**src/rtl/w5300_socket_seq.sv**
```systemverilog
// W5300 socket command sequencer: CONF / TX / RX register-op sequences for one socket.
// Optional poll timeout is enabled by defining W5300_SEQ_TIMEOUT_EN.
module w5300_socket_seq #(
    parameter int          SOCKETS  = 8,
    parameter logic [15:0] SRC_PORT = 16'd7000,
    parameter logic [15:0] MSS      = 16'h05C0,
    parameter int          POLL_MAX = 255
) (
    input  logic        clk,
    input  logic        rst_n,
    input  logic        cmd_valid,
    input  logic [1:0]  cmd,
    input  logic [2:0]  sock_sel,
    input  logic [31:0] dst_ip,
    input  logic [15:0] dst_port,
    input  logic [15:0] tx_len,
    output logic        cmd_ready,
    output logic        op_valid,
    output logic [26:0] op_word,
    input  logic        op_ready,
    input  logic        rd_valid,
    input  logic [15:0] rd_data,
    input  logic [15:0] tx_data,
    output logic        tx_data_req,
    output logic        rx_data_valid,
    output logic [15:0] rx_data,
    output logic        done,
    output logic        err
);

    typedef enum logic [2:0] {IDLE, ISSUE, WAIT_RD, NEXT, FIN} state_t;
    typedef enum logic [4:0] {
        S_MR, S_IMR, S_PORTR, S_MSSR, S_CRC, S_SSR,
        S_FSR0, S_FSR2, S_DIPR0, S_DIPR2, S_DPORTR, S_TXF, S_WRSR0, S_WRSR2, S_CRT,
        S_RSR0, S_RSR2, S_RXF, S_CRR
    } step_t;

    state_t      state, state_n;
    step_t       step, step_n;
    logic [1:0]  cmd_l;
    logic [2:0]  sock_l;
    logic [31:0] ip_l;
    logic [15:0] port_l, len_l, words, words_ld, rdat;
    logic        hi_l, err_r;
    logic        load_words, dec_words, err_set, err_val, bad;
    logic        rd;
    logic [9:0]  base, addr;
    logic [15:0] wd;
    logic [16:0] cnt17;
    logic [17:0] rx_words;
    logic [16:0] tx_words;

`ifdef W5300_SEQ_TIMEOUT_EN
    logic [15:0] poll_cnt;
    logic        poll_inc, poll_clr, poll_last;
    assign poll_last = (poll_cnt == 16'(POLL_MAX - 1));
`endif

    // Register-op decode for the current step
    always_comb begin
        rd   = 1'b0;
        base = 10'h200;
        wd   = 16'h0000;
        case (step)
            S_MR:     begin base = 10'h200; wd = 16'h0002; end
            S_IMR:    begin base = 10'h204; wd = 16'h0140; end
            S_PORTR:  begin base = 10'h20A; wd = SRC_PORT; end
            S_MSSR:   begin base = 10'h218; wd = MSS; end
            S_CRC:    begin base = 10'h202; wd = 16'h0001; end
            S_SSR:    begin base = 10'h208; rd = 1'b1; end
            S_FSR0:   begin base = 10'h224; rd = 1'b1; end
            S_FSR2:   begin base = 10'h226; rd = 1'b1; end
            S_DIPR0:  begin base = 10'h214; wd = ip_l[31:16]; end
            S_DIPR2:  begin base = 10'h216; wd = ip_l[15:0]; end
            S_DPORTR: begin base = 10'h212; wd = port_l; end
            S_TXF:    begin base = 10'h22E; wd = tx_data; end
            S_WRSR0:  begin base = 10'h220; wd = 16'h0000; end
            S_WRSR2:  begin base = 10'h222; wd = len_l; end
            S_CRT:    begin base = 10'h202; wd = 16'h0020; end
            S_RSR0:   begin base = 10'h228; rd = 1'b1; end
            S_RSR2:   begin base = 10'h22A; rd = 1'b1; end
            S_RXF:    begin base = 10'h230; rd = 1'b1; end
            S_CRR:    begin base = 10'h202; wd = 16'h0040; end
            default:  begin base = 10'h200; wd = 16'h0000; end
        endcase
    end

    assign addr          = base + {1'b0, sock_l, 6'b0};
    assign op_valid      = (state == ISSUE);
    assign op_word       = op_valid ? {rd, addr, (rd ? 16'hFFFF : wd)} : '1;
    assign cmd_ready     = (state == IDLE);
    assign done          = (state == FIN);
    assign err           = err_r;
    assign tx_data_req   = op_valid && op_ready && (step == S_TXF);
    assign rx_data_valid = (state == WAIT_RD) && rd_valid && (step == S_RXF);
    assign rx_data       = rx_data_valid ? rd_data : '0;

    assign cnt17    = {hi_l, rdat};
    assign rx_words = {1'b0, cnt17} + 18'd1;
    assign tx_words = {1'b0, len_l} + 17'd1;

    always_comb begin
        state_n    = state;
        step_n     = step;
        load_words = 1'b0;
        words_ld   = '0;
        dec_words  = 1'b0;
        err_set    = 1'b0;
        err_val    = 1'b0;
        bad        = 1'b0;
`ifdef W5300_SEQ_TIMEOUT_EN
        poll_inc   = 1'b0;
        poll_clr   = 1'b0;
`endif
        case (state)
            IDLE: if (cmd_valid) begin
                bad     = (int'(sock_sel) >= SOCKETS) || (cmd == 2'd3) ||
                          ((cmd == 2'd1) && (tx_len == 16'd0));
                err_set = 1'b1;
                err_val = bad;
`ifdef W5300_SEQ_TIMEOUT_EN
                poll_clr = 1'b1;
`endif
                state_n = bad ? FIN : ISSUE;
                step_n  = (cmd == 2'd0) ? S_MR : (cmd == 2'd1) ? S_FSR0 : S_RSR0;
            end
            ISSUE:   if (op_ready) state_n = rd ? WAIT_RD : NEXT;
            WAIT_RD: if (rd_valid) state_n = NEXT;
            NEXT: begin
                state_n = ISSUE;
                case (step)
                    S_MR:     step_n = S_IMR;
                    S_IMR:    step_n = S_PORTR;
                    S_PORTR:  step_n = S_MSSR;
                    S_MSSR:   step_n = S_CRC;
                    S_CRC:    step_n = S_SSR;
                    S_SSR: if (rdat[7:0] == 8'h22) state_n = FIN;
`ifdef W5300_SEQ_TIMEOUT_EN
                    else if (poll_last) begin state_n = FIN; err_set = 1'b1; err_val = 1'b1; end
                    else poll_inc = 1'b1;
`endif
                    S_FSR0:   step_n = S_FSR2;
                    S_FSR2: if (cnt17 < {1'b0, len_l}) begin
                        step_n = S_FSR0;
`ifdef W5300_SEQ_TIMEOUT_EN
                        if (poll_last) begin state_n = FIN; err_set = 1'b1; err_val = 1'b1; end
                        else poll_inc = 1'b1;
`endif
                    end else step_n = S_DIPR0;
                    S_DIPR0:  step_n = S_DIPR2;
                    S_DIPR2:  step_n = S_DPORTR;
                    S_DPORTR: begin step_n = S_TXF; load_words = 1'b1; words_ld = tx_words[16:1]; end
                    S_TXF: begin
                        dec_words = 1'b1;
                        if (words == 16'd1) step_n = S_WRSR0;
                    end
                    S_WRSR0:  step_n = S_WRSR2;
                    S_WRSR2:  step_n = S_CRT;
                    S_CRT:    state_n = FIN;
                    S_RSR0:   step_n = S_RSR2;
                    S_RSR2: if (cnt17 == 17'd0) state_n = FIN;
                    else begin step_n = S_RXF; load_words = 1'b1; words_ld = rx_words[16:1]; end
                    S_RXF: begin
                        dec_words = 1'b1;
                        if (words == 16'd1) step_n = S_CRR;
                    end
                    S_CRR:    state_n = FIN;
                    default:  state_n = FIN;
                endcase
            end
            FIN:     state_n = IDLE;
            default: state_n = IDLE;
        endcase
    end

    always_ff @(posedge clk or negedge rst_n) begin
        if (!rst_n) begin
            state <= IDLE;
            step  <= S_MR;
        end else begin
            state <= state_n;
            step  <= step_n;
        end
    end

    always_ff @(posedge clk or negedge rst_n) begin
        if (!rst_n) begin
            cmd_l  <= '0;
            sock_l <= '0;
            ip_l   <= '0;
            port_l <= '0;
            len_l  <= '0;
            words  <= '0;
            rdat   <= '0;
            hi_l   <= 1'b0;
            err_r  <= 1'b0;
        end else begin
            if (state == IDLE && cmd_valid) begin
                cmd_l  <= cmd;
                sock_l <= sock_sel;
                ip_l   <= dst_ip;
                port_l <= dst_port;
                len_l  <= tx_len;
            end
            if (state == WAIT_RD && rd_valid) begin
                rdat <= rd_data;
                if (step == S_FSR0 || step == S_RSR0) hi_l <= rd_data[0];
            end
            if (load_words)     words <= words_ld;
            else if (dec_words) words <= words - 16'd1;
            if (err_set) err_r <= err_val;
        end
    end

`ifdef W5300_SEQ_TIMEOUT_EN
    always_ff @(posedge clk or negedge rst_n) begin
        if (!rst_n)        poll_cnt <= '0;
        else if (poll_clr) poll_cnt <= '0;
        else if (poll_inc) poll_cnt <= poll_cnt + 16'd1;
    end
`endif

endmodule

```
**config.mk**
```make
export PLATFORM = sky130hd
export DESIGN_NAME = w5300_socket_seq
export DESIGN_NICKNAME = d
export VERILOG_FILES = /design/src/rtl/w5300_socket_seq.sv
export SDC_FILE = /design/constraint.sdc
export NUM_CORES = 1
export LEC_CHECK = 0
export ABC_AREA = 1
export CORE_AREA = 8 8 128 130
export CTS_CLUSTER_SIZE = 20
export DETAILED_ROUTE_END_ITERATION = 6
export DIE_AREA = 0 0 136 138
export GPL_TIMING_DRIVEN = 0
export PLACE_DENSITY = 0.8
export SYNTH_ARGS = -nofsm -noshare
export SYNTH_HDL_FRONTEND = slang
export SYNTH_SLANG_ARGS = --single-unit
```
**constraint.sdc**
```tcl
create_clock -name clk -period 1.9 [get_ports clk]
set_input_delay 0.38 -clock clk [delete_from_list [all_inputs] [get_ports clk]]
set_output_delay 0.38 -clock clk [all_outputs]
set_load 0.005 [all_outputs]
```
## Yosys cells after proc, flatten, opt, wreduce, memory -nomap -nowiden

Index checks and enable logic that the tools add are counted.

- Register bits after elaboration: 109
- Latch bits: 0
- Bits in writable memories: 0
- ROM bits: 0
- Input port bits: 106
- Output and inout port bits: 49
- Logic and storage cells: 108
- Memories kept: 0

- $add $sub $neg: 4
- Multiply operators: 0
- Divide/modulo/power cells: 0
- Magnitude comparators: 1
- Equality and inequality tests: 33
- Shift operators: 0
- Multiplexer cells: 38
- Bitwise gates (word level): 0
- Reduce and logical (&&, ||, !) cells: 22

Operators by type and width:

| operator | number |
|---|---|
| 16-bit one-hot mux with 12 select lines | 1 |
| 16-bit two-way mux | 6 |
| 6-bit one-hot mux with 16 select lines | 1 |
| 5-bit one-hot mux with 16 select lines | 1 |
| 5-bit by 4-bit equality test with 1-bit output, second input constant | 8 |
| 16-bit one-hot mux with 2 select lines | 1 |
| 27-bit two-way mux | 1 |
| 5-bit by 3-bit equality test with 1-bit output, second input constant | 4 |
| 5-bit two-way mux | 4 |
| 3-bit two-way mux | 6 |
| 16-bit by 1-bit adder with 17-bit output, second input constant | 1 |
| 17-bit by 1-bit adder with 17-bit output, second input constant | 1 |
| 17-bit logical NOT | 1 |
| 17-bit by 16-bit less-than comparator with 1-bit output | 1 |
| 17-bit by 5-bit != test with 1-bit output, second input constant | 1 |
| 16-bit by 1-bit equality test with 1-bit output, second input constant | 1 |
| 16-bit logical NOT | 1 |
| 16-bit by 1-bit subtractor with 16-bit output, second input constant | 1 |
| 5-bit equality test, second input constant | 3 |
| 15-bit OR reduction | 1 |
| 4-bit two-way mux | 3 |
| 3-bit one-hot mux with 4 select lines | 1 |
| 10-bit by 9-bit adder with 10-bit output | 1 |
| 5-bit by 2-bit equality test with 1-bit output, second input constant | 2 |
| 26 further kinds | 46 |

## Longest topological paths before layout

- Depth in word-level cells: 6
- Depth in mapped cells: 16
- Mapped depth without buffers: 16

## Worst setup path before layout

Ideal clock, no wire load.

- Path type: register to output
- From: register state[1]
- To: output op_word[10]
- Arrival: 1.444 ns
- Data required time: 1.520 ns
- Slack: 0.076 ns
- Stages on the path, launching flop included: 6
- Path buffers: 1
- Path through: dfrtp_1 nor3_4 o21ai_1 nor2_4 buf_2 nand4_1

- Longest elaborated chain between the ends: 2

RTL lines:

| element | line | text |
|---|---|---|
| start: declaration | 38 | `state_t state, state_n;` |
| start signal: assignment | 181 | `state <= state_n;` |
| 3-bit by 1-bit equality test with 1-bit output | 89 | `assign op_valid = (state == ISSUE);` |
| named net op_valid | 18 | `output logic op_valid,` |
| 27-bit two-way mux | 90 | `assign op_word = op_valid ? {rd, addr, (rd ? 16'hFFFF : wd)} : '1;` |
| end: declaration | 19 | `output logic [26:0] op_word,` |

The timed path passes the listed nets, and every way through them passes these cells.

## Worst setup path after layout

- From: register step[1]
- To: output op_word[6]

- Longest elaborated chain between the ends: 5
- Elaborated cells between the ends (all ways): 23
- Those cells by class: 17 x eq/ne; 4 x mux; 2 x reduce/logical

RTL lines:

| element | line | text |
|---|---|---|
| start: declaration | 39 | `step_t step, step_n;` |
| start signal: assignment | 182 | `step <= step_n;` |
| 5-bit equality test, or another cell as far along | 64 | `case (step)` |
| 6-bit OR reduction (no source line) | - |  |
| 1-bit two-way mux | 64 |  |
| 16-bit two-way mux (*) | 90 |  |
| 27-bit two-way mux (*) | 90 |  |

Mark *: on every way between the ends. The rest lies on a longest branch, timed or not.

==> metrics <==
status=finished with violations; failing checks=design-rule violations, negative hold slack, negative setup slack; mux cell area share after synthesis=7.13%; Final Max Tran Viols=0; ys flop type=dfrtp_1; DRT iter0 DRCs=1,322; Leakage=0.00519 uW; routed wire length=34,800 um; dpl ws=-959 ps; Post-Synth XOR/XNOR Area=1.81%; Syn Inst Count=956; Yosys top cell by area=dfrtp_1; Die ar.=18,800 um^2; CTS Buf Count=9; Worst Path Arrival=2360 ps; Psw=8700 uW; Max rail drop VDD=1120 uV; Clk pwr share=11.2%; Seq pwr share=27.7%; clk sink count=109; FP Rows=44; H-tree depth=3; Worst R2R End=step[2]$_DFFE_PN0P_; Post-Synth Adder-Cell Area=3.62%; Yosys reg bits=109; Worst R2R Start=len_l[15]$_DFFE_PN0P_; commonest non-fill, non-tap cells in the layout=nand2_1, clkdlybuf4s50_1, dfrtp_1; simple-gate share of the synthesized area=29.7%; Yosys top cell area share=37.6%; Post-synth EDFFs=0; Core Area=14,300 um^2; Remaining DRCs=4; largest net degree at the start of global routing=73; first-pass GRT wire length=46,400 um; Root Buffer=clkbuf_16; antenna-violating nets left=0; starting density of the core=50.7%; RSZ-0062 raised after global routing=true; Worst EP required=1520 ps; Ports=155; Clock Latency Late Sink=380 ps; Worst R2R Path Depth=13; compound-cell area share of the yosys netlist=11.5%; Final WS setup=-837 ps; hold_ws=-10.9 ps; Ant. Diodes=0; Avg Cell Area, Syn=7.60 um^2; crit start category=flip-flop; Die W=136 um; async set-reset flop share out of synthesis=100%; Worst Tran Pin Value=557 ps; wire per inst=24.5 um; minimum clock period=2740 ps; combinational power share=61.1%; post-route cell area=11,400 um^2; largest family of logic cells by synthesized area=simple AND/OR/NAND/NOR gates; max-cap viol count=0; Port Buf Inserts=153; Vias=9,154; setup violators final=136; Rel. slew slack=62.9%; RePlAce Congestion=0.953; Detail Placement HPWL=19,300 um; fin crit share=144%; Reg clk slew, reported paths=90 ps; commonest non-fill, non-tap cell in the layout=nand2_1; cells taking the most area after synthesis=dfrtp_1, nand2_1, mux2_2; critical-path maximum fanout=6; internal power=9050 uW; r2r setup slk=-580 ps; fin nets=1,359; initial antenna violation count=1; pwr dens=1560 nW/um^2; share of cells above drive strength 1=36.4%; Peak Freq=365 MHz; Mapped Area=7260 um^2; Unique masters post-synth=46; worst setup path category=flip-flop to primary output; total grt overflow=0; post-synth net total=1,083; Final Hold Vio Count=9; P&R area growth vs syn=56.8%; Sw Share=49.0%; Die Ht=138 um; Bufs on Longest Clock Path=2; sequential area share after synthesis=37.6%; DRT Pass-1 Iters=7; Setup Skew=16.9 ps; capturing element type of the critical path=primary output; Hold Path Class=input port to asynchronous set/reset pin; number of global-route vias before repair=8,516; YS warnings=0; DP Area=9050 um^2; GR Util All Layers=31.5%; CTS tree=yes; Via density=6.44
power by group through the flow:
| stage | registers (uW) | clock network [uW] | logic [uW] |
|---|---|---|---|
| 2_1_floorplan | 4200 | 0 | 4830 |
| 3_3_place_gp | 4570 | 0 | 7140 |
| 3_5_place_dp | 4600 | 0 | 7290 |
| 4_1_cts | 4670 | 1930 | 8920 |
| 5_1_grt | 4940 | 2050 | 11500 |
| 6_report | 4910 | 1990 | 10800 |
worst max path at each step:
stage                    startpoint                     to  slack (ps)  depth (start not counted)
2_1_floorplan  state[1]$_DFFE_PN0P_            op_word[10]          80                          5
5_1_grt         step[1]$_DFFE_PN0P_             op_word[6]        -850                          9
3_5_place_dp    step[1]$_DFFE_PN0P_             op_word[5]        -960                          7
4_1_cts         step[1]$_DFFE_PN0P_             op_word[5]        -530                          8
6_report        step[1]$_DFFE_PN0P_             op_word[6]        -840                          9
3_3_place_gp                  rst_n  sock_l[1]$_DFFE_PN0P_       -3710                          1
kinds of logic after synthesis:
logic type,count (synthesis)
fa+ha+maj,21
xor+xnor,15
compound gates,144
other cells,1
simple gates,473
flops,109
mux,46
buf+inv,147
timing repair:
action / 4_1_cts / 5_1_grt
buffers inserted: 83 / 28
cloned: 8 / 1
hold endpoints to repair: 0 / 0
resized for setup: 430 / 144
setup endpoints to repair: 89 / 98
pin swaps: 71 / 59
hold buffers: 0 / 0
state kept, by name (all words and copies together) (netlist names):
name    flops
state       3
sock_l      3
rdat       16
ip_l       32
port_l     16
step        5
words      16
hi_l        1
len_l      16
err         1
synth_stat cells (4+ instances only):
cell,count
inv_2,6
a221oi_1,11
nand2_4,6
o21ai_1,6
o22ai_1,7
nor2_2,6
nand2_2,9
a21oi_1,22
dfrtp_1,109
xor2_1,10
nand4_1,35
buf_2,12
buf_6,6
o211ai_1,4
o21ai_0,79
nand3_1,56
o2111ai_1,4
buf_4,4
inv_1,108
xnor2_1,5
a211oi_1,4
nor3_1,15
mux2_2,46
nor2_4,5
nand2_1,224
ha_1,21
nor2_1,102
or2_2,4
clkbuf_1,8
layer usage:
metal | vias up | global-route usage (%) | wire length [um]
met2 | 941 | 51.2 | 15700
met3 | 299 | 8.22 | 4750
met5 | - | 0 | 13
met4 | 2 | 18.6 | 2880
li1 | 3734 | - | -
met1 | 4178 | 36.5 | 11400
through the flow:
step / std cells / utilization (%) / hold WS [ps] / total power, uW / setup TNS [ps]
after floorplan: 956 / - / 84.4 / 9030 / 0
after global placement: 1293 / 63.1 / 476 / 11700 / -434640
after detailed placement: 1294 / 63.2 / 386 / 11900 / -33450
after CTS: 1400 / 75.2 / 0.636 / 15500 / -17790
after global routing: 1421 / 79.6 / 31.2 / 18500 / -41130
final: 1421 / 79.6 / -10.9 / 17800 / -36070
area by class of cell:
cell class	count	area [um^2]
Buffer	30	332
Clock buffer	9	225
Clock inverter	7	73.8
Fill cell	788	2920
Inverter	116	478
Multi-Input combinational cell	700	4800
Sequential cell	109	2740
Tap cell	184	230
Timing Repair Buffer	266	2510
worst max-delay path, stage by stage, from the launching register on:
cell and delay (ps):
dfrtp_2 530, inv_2 80, nand2_2 100, nor2_4 50
buf_4 150, nand2_2 170, nand3_2 160, nor3_1 270
nand3_1 250, buf_2 210
Power figures use the tool's default switching activity.
